`config.mk`:
```
export PLATFORM = sky130hd
export DESIGN_NAME = ram_loader
export DESIGN_NICKNAME = d
export VERILOG_FILES = /design/src/rtl/ram_pkg.sv /design/src/rtl/ram_addr_gen.sv /design/src/rtl/ram_loader.sv
export SDC_FILE = /design/constraint.sdc
export NUM_CORES = 1
export LEC_CHECK = 0
export BUFFER_PORTS_ARGS = -buffer_cell sky130_fd_sc_hd__buf_2
export CAP_MARGIN = 20
export CORE_MARGIN = 2
export CORE_UTILIZATION = 40
export CTS_BUF_LIST = sky130_fd_sc_hd__clkbuf_8 sky130_fd_sc_hd__clkbuf_16
export DETAILED_ROUTE_END_ITERATION = 6
export PLACE_DENSITY_LB_ADDON = 0.08
export SYNTH_ARGS = -nofsm -noshare
export SYNTH_HDL_FRONTEND = slang
export SYNTH_SLANG_ARGS = --single-unit
```
`constraint.sdc`:
```
create_clock -name clk -period 2.55 [get_ports clk]
set_clock_uncertainty 0.15 [all_clocks]
set_input_delay 0.1275 -clock clk [delete_from_list [all_inputs] [get_ports clk]]
set_output_delay 0.1275 -clock clk [all_outputs]
set_load 0.02 [all_outputs]
```
`src/rtl/ram_pkg.sv`:
```
// ---------------------------------------------------------------------------
// ram_pkg : shared constants and loader state encoding for the RAM write side
// Revision: 1.0
// ---------------------------------------------------------------------------
`default_nettype none

package ram_pkg;

  localparam int ADDR_W    = 16;
  localparam int DATA_W    = 8;
  localparam int RAM_DEPTH = 2 ** ADDR_W;

  typedef enum logic [1:0] {
    IDLE  = 2'd0,
    CLEAR = 2'd1,
    LOAD  = 2'd2,
    FIN   = 2'd3
  } state_t;

endpackage : ram_pkg

`default_nettype wire

```
`src/rtl/ram_addr_gen.sv`:
```
// ---------------------------------------------------------------------------
// ram_addr_gen : loadable incrementing address counter with terminal flag
// Revision: 1.0
// ---------------------------------------------------------------------------
`default_nettype none

module ram_addr_gen #(
  parameter int ADDR_W = 16
) (
  input  logic              clk,
  input  logic              reset_n,
  input  logic              i_load,
  input  logic [ADDR_W-1:0] i_load_val,
  input  logic              i_inc,
  input  logic [ADDR_W-1:0] i_term,
  output logic [ADDR_W-1:0] o_addr,
  output logic              o_tc
);

  localparam logic [ADDR_W-1:0] c_one = {{(ADDR_W-1){1'b0}}, 1'b1};

  logic [ADDR_W-1:0] r_addr;

  always_ff @(posedge clk or negedge reset_n) begin
    if (!reset_n) begin
      r_addr <= '0;
    end else if (i_load) begin
      r_addr <= i_load_val;
    end else if (i_inc) begin
      r_addr <= r_addr + c_one;
    end
  end

  assign o_addr = r_addr;
  assign o_tc   = (r_addr == i_term);

endmodule : ram_addr_gen

`default_nettype wire

```
`src/rtl/ram_loader.sv`:
```
// ---------------------------------------------------------------------------
// ram_loader : stream loader and range clear for the 8-bit x 64K RAM write port
// Optional: CHECKSUM_EN adds a running modulo-256 checksum of loaded bytes.
// Revision: 1.0
// ---------------------------------------------------------------------------
`default_nettype none

module ram_loader #(
  parameter int                     ADDR_W     = ram_pkg::ADDR_W,
  parameter int                     DATA_W     = ram_pkg::DATA_W,
  parameter logic [ADDR_W-1:0]      CLEAR_LAST = {ADDR_W{1'b1}}
) (
  input  logic              clk,
  input  logic              reset_n,
  input  logic              start_clear,
  input  logic              load_start,
  input  logic [ADDR_W-1:0] load_base,
  input  logic              in_valid,
  input  logic [DATA_W-1:0] in_data,
  input  logic              in_last,
  output logic              in_ready,
  output logic              mem_we,
  output logic [ADDR_W-1:0] mem_address,
  output logic [DATA_W-1:0] mem_datain,
  output logic              busy,
  output logic              done,
  output logic              wrap_err,
  output logic [ADDR_W:0]   count
`ifdef CHECKSUM_EN
  ,
  output logic [DATA_W-1:0] checksum
`endif
);

  import ram_pkg::*;

  localparam logic [ADDR_W:0]   c_count_one = {{ADDR_W{1'b0}}, 1'b1};
  localparam logic [ADDR_W-1:0] c_addr_max  = {ADDR_W{1'b1}};

  state_t             r_state;
  state_t             w_next;
  logic               r_we;
  logic [ADDR_W-1:0]  r_addr;
  logic [DATA_W-1:0]  r_data;
  logic               r_done;
  logic               r_wrap;
  logic [ADDR_W:0]    r_count;
  logic               w_accept;
  logic               w_ag_load;
  logic [ADDR_W-1:0]  w_ag_load_val;
  logic               w_ag_inc;
  logic [ADDR_W-1:0]  w_ag_term;
  logic [ADDR_W-1:0]  w_ag_addr;
  logic               w_ag_tc;

  // One counter serves as the clear sweep address and as the load pointer.
  ram_addr_gen #(.ADDR_W(ADDR_W)) u_addr_gen (
    .clk        (clk),
    .reset_n    (reset_n),
    .i_load     (w_ag_load),
    .i_load_val (w_ag_load_val),
    .i_inc      (w_ag_inc),
    .i_term     (w_ag_term),
    .o_addr     (w_ag_addr),
    .o_tc       (w_ag_tc)
  );

  assign in_ready  = (r_state == LOAD);
  assign w_accept  = in_valid && in_ready;
  assign w_ag_term = (r_state == CLEAR) ? CLEAR_LAST : c_addr_max;

  always_comb begin
    w_next        = r_state;
    w_ag_load     = 1'b0;
    w_ag_load_val = '0;
    w_ag_inc      = 1'b0;
    case (r_state)
      IDLE: begin
        if (start_clear) begin
          w_next    = CLEAR;
          w_ag_load = 1'b1;
        end else if (load_start) begin
          w_next        = LOAD;
          w_ag_load     = 1'b1;
          w_ag_load_val = load_base;
        end
      end
      CLEAR: begin
        w_ag_inc = 1'b1;
        if (w_ag_tc) w_next = FIN;
      end
      LOAD: begin
        if (w_accept) begin
          w_ag_inc = 1'b1;
          // Stop at the top address rather than let the next write wrap to 0.
          if (in_last || w_ag_tc) w_next = FIN;
        end
      end
      default: w_next = IDLE;
    endcase
  end

  always_ff @(posedge clk or negedge reset_n) begin
    if (!reset_n) begin
      r_state <= IDLE;
      r_we    <= 1'b0;
      r_addr  <= '0;
      r_data  <= '0;
      r_done  <= 1'b0;
      r_wrap  <= 1'b0;
      r_count <= '0;
    end else begin
      r_state <= w_next;
      r_done  <= (w_next == FIN);
      r_we    <= 1'b0;
      case (r_state)
        IDLE: begin
          if (!start_clear && load_start) begin
            r_count <= '0;
            r_wrap  <= 1'b0;
          end
        end
        CLEAR: begin
          r_we   <= 1'b1;
          r_addr <= w_ag_addr;
          r_data <= '0;
        end
        LOAD: begin
          if (w_accept) begin
            r_we    <= 1'b1;
            r_addr  <= w_ag_addr;
            r_data  <= in_data;
            r_count <= r_count + c_count_one;
            if (!in_last && w_ag_tc) r_wrap <= 1'b1;
          end
        end
        default: ;
      endcase
    end
  end

`ifdef CHECKSUM_EN
  logic [DATA_W-1:0] r_sum;

  always_ff @(posedge clk or negedge reset_n) begin
    if (!reset_n) begin
      r_sum <= '0;
    end else if (r_state == IDLE && !start_clear && load_start) begin
      r_sum <= '0;
    end else if (w_accept) begin
      r_sum <= r_sum + in_data;
    end
  end

  assign checksum = r_sum;
`endif

  assign mem_we      = r_we;
  assign mem_address = r_addr;
  assign mem_datain  = r_data;
  assign done        = r_done;
  assign wrap_err    = r_wrap;
  assign count       = r_count;
  assign busy        = (r_state == CLEAR) || (r_state == LOAD);

endmodule : ram_loader

`default_nettype wire

```
==> results of run 1 <==
worst register-to-register path: stages, from the launching register on:
cell,delay [ns]
dfrtp_1,0.38
inv_1,0.10
ha_1,0.24
nor2b_1,0.18
a2111o_1,0.55
or4_1,0.55
a21oi_1,0.16
final cells by class:
| class | count | area share [%] |
|---|---|---|
| Clock inverter | 4 | 1.61 |
| Sequential cell | 62 | 36.3 |
| Multi-Input combinational cell | 233 | 37.1 |
| Inverter | 10 | 0.877 |
| Clock buffer | 12 | 3.86 |
| Timing Repair Buffer | 116 | 17.3 |
| Tap cell | 102 | 2.98 |
cells in the final DEF (no fill, tap or decap), types with 5 or more instances in the layout:
cell	Yosys	layout
buf_2	2	75
dfrtp_1	62	62
a21oi_1	35	34
nand2_1	23	23
dlygate4sd3_1	0	22
buf_4	0	19
o21ai_0	18	18
mux2_2	17	17
nand3_1	16	16
nor2_1	13	13
clkbuf_8	0	12
inv_1	10	11
o31ai_1	10	10
nand4_1	9	9
a22o_1	9	9
or4_1	9	9
ha_1	7	7
and4_1	5	5
cells by family (layout without fill, tap and decap cells):
| group | after synthesis | after routing |
|---|---|---|
| simple gates | 97 | 97 |
| xor+xnor | 1 | 1 |
| fa+ha+maj | 7 | 7 |
| mux | 18 | 18 |
| flops | 62 | 62 |
| buf+inv | 25 | 142 |
| compound gates | 110 | 110 |
synth_stat cells, drive strengths merged, types with 7 or more instances:
library cell and number:
nand4 9, or4 9, o31ai 10, mux2 17, nor2 13, a21oi 35
nand3 16, clkbuf 10, dfrtp 62, nand2 23, ha 7, inv 10
o21ai 20, a22o 10
power by group:
part / leakage [nW] / internal [mW] / total [mW] / switching, mW
Sequential: 0.840 / 1.29 / 1.55 / 0.269
Combinational: 1.06 / 0.779 / 1.88 / 1.10
Clock: 0.124 / 0.626 / 1.01 / 0.388
Total: 2.03 / 2.69 / 4.44 / 1.76
metal layers:
| layer | up-vias | routed length, um | global-route usage, % | share of wire (%) |
|---|---|---|---|---|
| met5 | - | 0 | 0 | 0 |
| met1 | 1450 | 3940 | 26.2 | 46 |
| li1 | 1443 | - | - | - |
| met2 | 76 | 4120 | 33.3 | 48 |
| met4 | 0 | 113 | 7.37 | 1.3 |
| met3 | 10 | 406 | 4.41 | 4.7 |
worst paths after layout:
kind / startpoint / endpoint / slack (ns) / depth (start not counted)
min reg2reg: mem_address[4]$_DFFE_PN0P_ / mem_address[4]$_DFFE_PN0P_ / 0.34 / 2
min in group asynchronous: reset_n / count[9]$_DFFE_PN0P_ / 0.10 / 2
max: r_state[0]$_DFF_PN0_ / count[10]$_DFFE_PN0P_ / 0.17 / 6
max reg2reg: r_state[0]$_DFF_PN0_ / count[10]$_DFFE_PN0P_ / 0.17 / 6
min: load_base[2] / u_addr_gen.o_addr[2]$_DFFE_PN0P_ / 0.02 / 3
max in group asynchronous: reset_n / u_addr_gen.o_addr[7]$_DFFE_PN0P_ / 1.44 / 3
sequential cells by signal, indices dropped and copies added, names as in the netlist:
name               flops
done                   1
count                 17
mem_datain             8
mem_we                 1
u_addr_gen.o_addr     16
mem_address           16
r_state                2
wrap_err               1
repair_timing:
item / 4_1_cts / 5_1_grt
endpoints found under the setup margin: 0 / 1
endpoints found under the hold margin: 38 / 0
resized for setup: 0 / 1
hold buffers: 22 / 0
==> flow_metrics.tcl, run 1 <==
set metrics [dict create \
    synth_xor_xnor_area_share_pct 0.270 \
    hold_viol 0 \
    clock_latency_ns 0.34 \
    gr-total-overflow 0 \
    routedWlPerCell_um 15.9 \
    diodes 0 \
    hold_ws_ns 0.0203 \
    final_core_util_pct 54.8 \
    clkTransAtPathRegs_ns 0.07 \
    cts_buffer_depth 2 \
    place_hpwl_mm 6.10 \
    ys_seq_area_share_pct 47.9 \
    area_growth_pct 32.0 \
    ys_warn_count 0 \
    ios 76 \
    routed_via_density 5.53 \
    place_inst 501 \
    synth_seq_cells 62 \
    yosysTopAreaCell "dfrtp_1" \
    fill_cells 734 \
    num_vias 2979 \
    synth_mux_area_share_pct 6.21 \
    clock.fmax_mhz 421 \
    vdd_ir_drop_max_uv 557 \
    fp.dieH_um 94.0 \
    ant_nets 0 \
    syn-num-nets 357 \
    yosysUniqueCellTypes 53 \
    synth.area.top_cells "dfrtp_1 (48%), mux2_2 (5.9%), a21oi_1 (5.4%)" \
    multi_input_area_mm2 0.00159 \
    seq_area_mm2 0.00155 \
    die_w_um 94.0 \
    drt-initial-drc-count 99 \
    start_util_pct 41.5 \
    hold_path.class "in -> reg" \
    portBuffers 75 \
    cts_max_level 3 \
    synth_compound_area_share_pct 22.9 \
    cp_max_fo 11 \
    cp.required_ns 2.67 \
    final_cells 539 \
    stdcell_area_mm2 0.00428 \
    critPathKind "reg -> reg" \
    synth_edf_count 0 \
    die-area_mm2 0.00884 \
    crit_chain "inv_1, ha_1, nor2b_1, a2111o_1, or4_1, a21oi_1" \
    cts-buffers-inserted 9 \
    grt_usage_pct 20.2 \
    path_buf_inv 1 \
    cts-root-buf "clkbuf_8" \
    grt_pass1_wl_mm 13.9 \
    synthSimpleGateAreaFrac_pct 16.6 \
    wl_mm 8.58 \
    worstPathArrival_ns 2.50 \
    min_period_ns 2.38 \
    pre_cts_ws_ns 0.133 \
    cp_slowest_cell "a2111o_1" \
    finalSetupViolCount 0 \
    critical_path.max_stage_delay_ns 0.55 \
    synthAdderAreaFrac_pct 2.70 \
    powerDensity_mw_per_mm2 1040 \
    dr.pass1.iters 5 \
    status "completed" \
    cts_setup_buffers 0 \
    cts_tree "built" \
    synth.avg_cell_area_um2 10.1 \
    drv_slew 0 \
    start_kind "register" \
    antenna_found_initial 0 \
    place_area_mm2 0.00382 \
    maxCapViolCount 0 \
    setup_slack_ns 0.175 \
    drc_errors 0 \
    p_leak_nw 2.03 \
    crit_family "simple AND/OR/NAND/NOR gates" \
    synth_top_family_by_area "compound AO/OA/AOI/OAI gates" \
    synthCells 320 \
    netlist_area_mm2 0.00324 \
    placementRows 32 \
    tightestPinTransition_ns 0.495 \
    maxSlewHeadroom_pct 66.2 \
    total_power_mw 4.44 \
    num-nets-final 469 \
    grt_pass1_vias 2788 \
    crit_path_end_kind "register" \
    layout-drive-gt1-share_pct 30.7 \
    grt_max_degree 24 \
    synth_top_area_share_pct 47.9 \
    synth_async_sr_flop_share_pct 100 \
    cts_num_sinks 62 \
    coreArea_mm2 0.00781 \
    ys.flop_type "dfrtp_1" \
    finalCritPeriodShare_pct 93.2 \
    gp_congestion 0.846 \
    tns_ns 0 \
    rsz0062_at_grt "false" \
]
Power figures use the tool's default switching activity.
==> run 2: changes to the inputs <==
Settings changed: RECOVER_POWER set to 25.
==> run 2 against run 1 <==
Compared with the run above: worst setup slack worse by 0.0024 ns; clock power about the same; maximum frequency is essentially flat; flip-flop and latch count did not move; first-iteration DRC count up 4.0%; design area shrank 0.38%; sequential share of layout area rose by 0.14 points; utilization down 0.21 points; register-to-register slack about the same; total power is 0.37% lower; critical path type unchanged.
==> flow_metrics.tcl, run 2 (synthesized netlist as in run 1, its figures left out) <==
set metrics [dict create \
    ios 76 \
    die-area_mm2 0.00884 \
    clock_latency_ns 0.34 \
    gp_congestion 0.846 \
    vdd_ir_drop_max_uv 549 \
    cts-root-buf "clkbuf_8" \
    min_period_ns 2.38 \
    clock.fmax_mhz 421 \
    layout_commonest_cell "buf_2" \
    fp.dieH_um 94.0 \
    largest_reg_flops 17 \
    routedWlPerCell_um 15.9 \
    drc_errors 0 \
    layout-drive-gt1-share_pct 28.1 \
    status "completed" \
    tightestPinTransition_ns 1.05 \
    die_w_um 94.0 \
    drv_slew 0 \
    layout_common_cells "buf_2 (64), dfrtp_1 (62), a21oi_1 (34), nand2_1 (23), dlygate4sd3_1 (22)" \
    coreArea_mm2 0.00781 \
    clkTransAtPathRegs_ns 0.07 \
    start_util_pct 41.5 \
    fill_cells 740 \
    diodes 0 \
    cp_max_fo 11 \
    num_vias 2972 \
    cp.required_ns 2.67 \
    crit_path_end_kind "register" \
    gr-total-overflow 0 \
    hold_path.class "in -> reg" \
    cts_tree "built" \
    place_hpwl_mm 6.10 \
    start_kind "register" \
    p_sw_share_pct 39.7 \
    seq_area_mm2 0.00155 \
    hold_viol 0 \
    grt_usage_pct 20.2 \
    cts_max_level 3 \
    p_comb_share_pct 42.0 \
    maxSlewHeadroom_pct 30.0 \
    r2r_setup_slack_ns 0.17 \
    cts_buffer_depth 2 \
    maxCapViolCount 0 \
    stdcell_area_mm2 0.00426 \
    placementRows 32 \
    area_growth_pct 31.5 \
    p_seq_share_pct 35.1 \
    grt_pass1_wl_mm 13.9 \
    clkPwrFrac_pct 22.9 \
    internal_power_mw 2.67 \
    antenna_found_initial 0 \
    dr.pass1.iters 4 \
    wl_mm 8.57 \
    tns_ns 0 \
    powerDensity_mw_per_mm2 1040 \
    ant_nets 0 \
    p_leak_nw 1.98 \
    rsz0062_at_grt "false" \
    worstPathArrival_ns 2.50 \
    multi_input_area_mm2 0.00159 \
    place_area_mm2 0.00382 \
    grt_max_degree 24 \
    grt_pass1_vias 2788 \
    portBuffers 75 \
    finalCritPeriodShare_pct 93.2 \
    num-nets-final 469 \
    finalSetupViolCount 0 \
    cts-buffers-inserted 9 \
    drt-initial-drc-count 103 \
    cts_num_sinks 62 \
    switching_power_mw 1.76 \
    routed_via_density 5.51 \
    critPathKind "reg -> reg" \
]
[run 2: cell types whose count changed in the layout (fill, tap and decap cells not counted), sizes merged]
cell    before  now
buf         94   82
clkbuf      12   24
[run 2: timing repair]
action | CTS | global route
resized for setup | 0 | 1
hold buffers | 22 | 0
endpoints found under the hold margin | 38 | 0
buffers inserted | 0 | 0
endpoints found under the setup margin | 0 | 1
[run 2: area by class of cell]
class                   instances  share of cell area [%]
multi-input cells             233                    37.3
flip-flops and latches         62                    36.4
repair buffers                116                    16.9
clock buffers                  12                    3.88
well taps                     102                    2.99
clock inverters                 4                    1.61
inverters                      10                   0.881
[run 2: worst max-delay path, cell delays in order, from the launching register on]
cell      delay (ns)
dfrtp_1         0.38
inv_1           0.10
ha_1            0.24
nor2b_1         0.18
a2111o_1        0.55
or4_1           0.55
a21oi_1         0.16
[run 2: path summary, 6_finish.rpt]
| kind | cells past startpoint | from | end |
|---|---|---|---|
| hold / removal | 3 | load_base[2] | u_addr_gen.o_addr[2]$_DFFE_PN0P_ |
| setup / recovery | 6 | r_state[0]$_DFF_PN0_ | count[10]$_DFFE_PN0P_ |
| setup reg to reg | 6 | r_state[0]$_DFF_PN0_ | count[10]$_DFFE_PN0P_ |
| min in group asynchronous | 2 | reset_n | count[9]$_DFFE_PN0P_ |
| max in group asynchronous | 3 | reset_n | u_addr_gen.o_addr[6]$_DFFE_PN0P_ |
| hold reg to reg | 2 | mem_address[4]$_DFFE_PN0P_ | mem_address[4]$_DFFE_PN0P_ |
[run 2: per-stage QoR]
step	instances	hold WS [ns]	total power [mW]	util (%)	setup WS (ns)
2_1_floorplan	320	-0.318	2.74	-	0.0922
3_3_place_gp	501	-0.0525	3.39	48.9	0.185
3_5_place_dp	501	-0.0519	3.43	48.9	0.133
4_1_cts	539	0.00719	4.48	54.7	0.120
5_1_grt	539	0.0241	4.73	54.6	0.0669
6_report	539	0.0213	4.43	54.6	0.172
[run 2: per-layer routing]
layer / part of all wire (%) / up-vias / routed length [um] / GRT usage (%)
met1: 46 / 1445 / 3960 / 26.2
met2: 48 / 72 / 4110 / 33.3
met4: 1.3 / 0 / 114 / 7.37
met3: 4.6 / 10 / 392 / 4.41
met5: 0 / - / 0 / 0
li1: - / 1445 / - / -
[run 2: power by group through the flow]
| stage | clock network, mW | registers [mW] | logic (mW) |
|---|---|---|---|
| 4_1_cts | 1.03 | 1.55 | 1.89 |
| 3_5_place_dp | 0 | 1.56 | 1.86 |
| 6_report | 1.01 | 1.56 | 1.86 |
| 5_1_grt | 1.08 | 1.60 | 2.04 |
| 2_1_floorplan | 0 | 1.76 | 0.983 |
| 3_3_place_gp | 0 | 1.55 | 1.84 |
==> run 3: changes to the inputs <==
Settings changed: PLACE_DENSITY set to 0.63, PLACE_DENSITY_LB_ADDON 0.08 to unset.
==> run 3 against run 2 <==
Compared with the run above: the run now ends with max-capacitance violations, max-slew violations left; design area is 1.2% lower; sequential power hardly changed; worst setup slack better by 0.017 ns; die area stayed put; via count is 2.3% higher; first-iteration DRC count is 11% lower.
==> flow_metrics.tcl, run 3 (synthesized netlist as in run 1, its figures left out) <==
set metrics [dict create \
    maxCapViolCount 1 \
    grt_pass1_wl_mm 13.6 \
    violations "max-capacitance violations, max-slew violations" \
    tightestPinTransition_ns 1.50 \
    dr.pass1.iters 4 \
    r2r-end "count[10]$_DFFE_PN0P_" \
    die-area_mm2 0.00884 \
    wl_mm 8.33 \
    hold_end "u_addr_gen.o_addr[10]$_DFFE_PN0P_" \
    portBuffers 75 \
    r2r_setup_slack_ns 0.19 \
    min_from "load_base[10]" \
    clkTransAtPathRegs_ns 0.07 \
    drc_errors 0 \
    cp.required_ns 2.66 \
    placementRows 32 \
    cts_tree "built" \
    cts-root-buf "clkbuf_8" \
    ios 76 \
    layout_commonest_cell "dfrtp_1" \
    start_kind "register" \
    fp.dieH_um 94.0 \
    reg2reg_depth 6 \
    finalSetupViolCount 0 \
    diodes 0 \
    coreArea_mm2 0.00781 \
    gp_congestion 0.793 \
    hold_depth 3 \
    status "complete, but fails checks" \
    p_leak_nw 1.93 \
    total_power_mw 4.20 \
    vdd_ir_drop_max_uv 512 \
    grt_usage_pct 19.4 \
    grt_max_degree 37 \
    num_vias 3041 \
    worstPathArrival_ns 2.47 \
    pre_cts_ws_ns 0.132 \
    layout_common_cells "dfrtp_1 (62), buf_2 (58), a21oi_1 (34), nand2_1 (23), dlygate4sd3_1 (23)" \
    die_w_um 94.0 \
    routedWlPerCell_um 15.5 \
    cts-buffers-inserted 9 \
    rsz0062_at_grt "false" \
    setup_slack_ns 0.189 \
    clock_latency_ns 0.34 \
    cts_buffer_depth 2 \
    tns_ns 0 \
    gr-total-overflow 0 \
    rr_startpoint "r_state[1]$_DFF_PN0_" \
    min_period_ns 2.36 \
    hold_path.class "in -> reg" \
    antenna_found_initial 0 \
    largest_reg_flops 17 \
    layout-drive-gt1-share_pct 26.2 \
    hold_ws_ns 0.0258 \
    cts_num_sinks 62 \
    area_growth_pct 29.8 \
    num-nets-final 467 \
    start_util_pct 41.5 \
    grt_pass1_vias 2918 \
    place_hpwl_mm 5.98 \
    drt-initial-drc-count 92 \
    hold_viol 0 \
    ant_nets 0 \
    drv_slew 26 \
    cp_max_fo 11 \
    powerDensity_mw_per_mm2 999 \
    crit_path_end_kind "register" \
    maxSlewHeadroom_pct -0.322 \
    routed_via_density 5.66 \
    finalCritPeriodShare_pct 92.6 \
    critPathKind "reg -> reg" \
    cts_max_level 3 \
    clock.fmax_mhz 424 \
]
[run 3: timing repair]
action,CTS,global route
setup buffers,0,0
hold endpoints to repair,48,0
hold buffers,23,0
setup endpoints to repair,0,1
resized for setup,0,1
[run 3: stage by stage]
stage | utilization [%] | area, um^2 | std cells
final | 53.9 | 4210 | 537
after global routing | 53.9 | 4210 | 537
after CTS | 54.1 | 4220 | 537
after detailed placement | 48.8 | 3810 | 498
after global placement | 48.8 | 3810 | 498
after floorplan | - | 3240 | 320
[run 3: worst max path at each step]
stage                               from                         end  slack, ns
global route        r_state[0]$_DFF_PN0_       count[10]$_DFFE_PN0P_       0.02
finish              r_state[1]$_DFF_PN0_       count[10]$_DFFE_PN0P_       0.19
floorplan           r_state[0]$_DFF_PN0_  mem_address[0]$_DFFE_PN0P_       0.09
CTS                 r_state[0]$_DFF_PN0_       count[16]$_DFFE_PN0P_       0.09
global placement    r_state[0]$_DFF_PN0_       count[16]$_DFFE_PN0P_       0.19
detailed placement  r_state[0]$_DFF_PN0_       count[16]$_DFFE_PN0P_       0.13
[run 3: final cells by class]
cell class / instances / area (um^2)
clock inverter: 4 / 21.3
fill: 751 / 3600
sequential: 62 / 1550
multi-input combinational: 233 / 1590
clock buffer: 12 / 165
timing repair buffer: 114 / 717
inverter: 10 / 37.5
tap: 102 / 128
[run 3: routing by layer]
metal	global-route usage [%]	part of all wire [%]	vias to the layer above	wire [um]
li1	-	-	1443	-
met1	23.9	44	1500	3640
met2	32.9	49	80	4070
met3	4.82	5.9	18	494
met4	7.25	1.5	0	121
met5	0	0	-	0
[run 3: power breakdown]
group	switching (mW)	total, mW	internal [mW]
clock network	0.381	0.807	0.426
logic	1.09	1.84	0.749
registers	0.269	1.55	1.29
total	1.74	4.20	2.46
[run 3: worst max-delay path, cell delays in order (launching register included)]
cell and delay (ns):
dfrtp_1 0.43, inv_1 0.12, ha_1 0.23, o21ai_1 0.11, a2111o_1 0.51, or4_1 0.55, a21oi_1 0.17
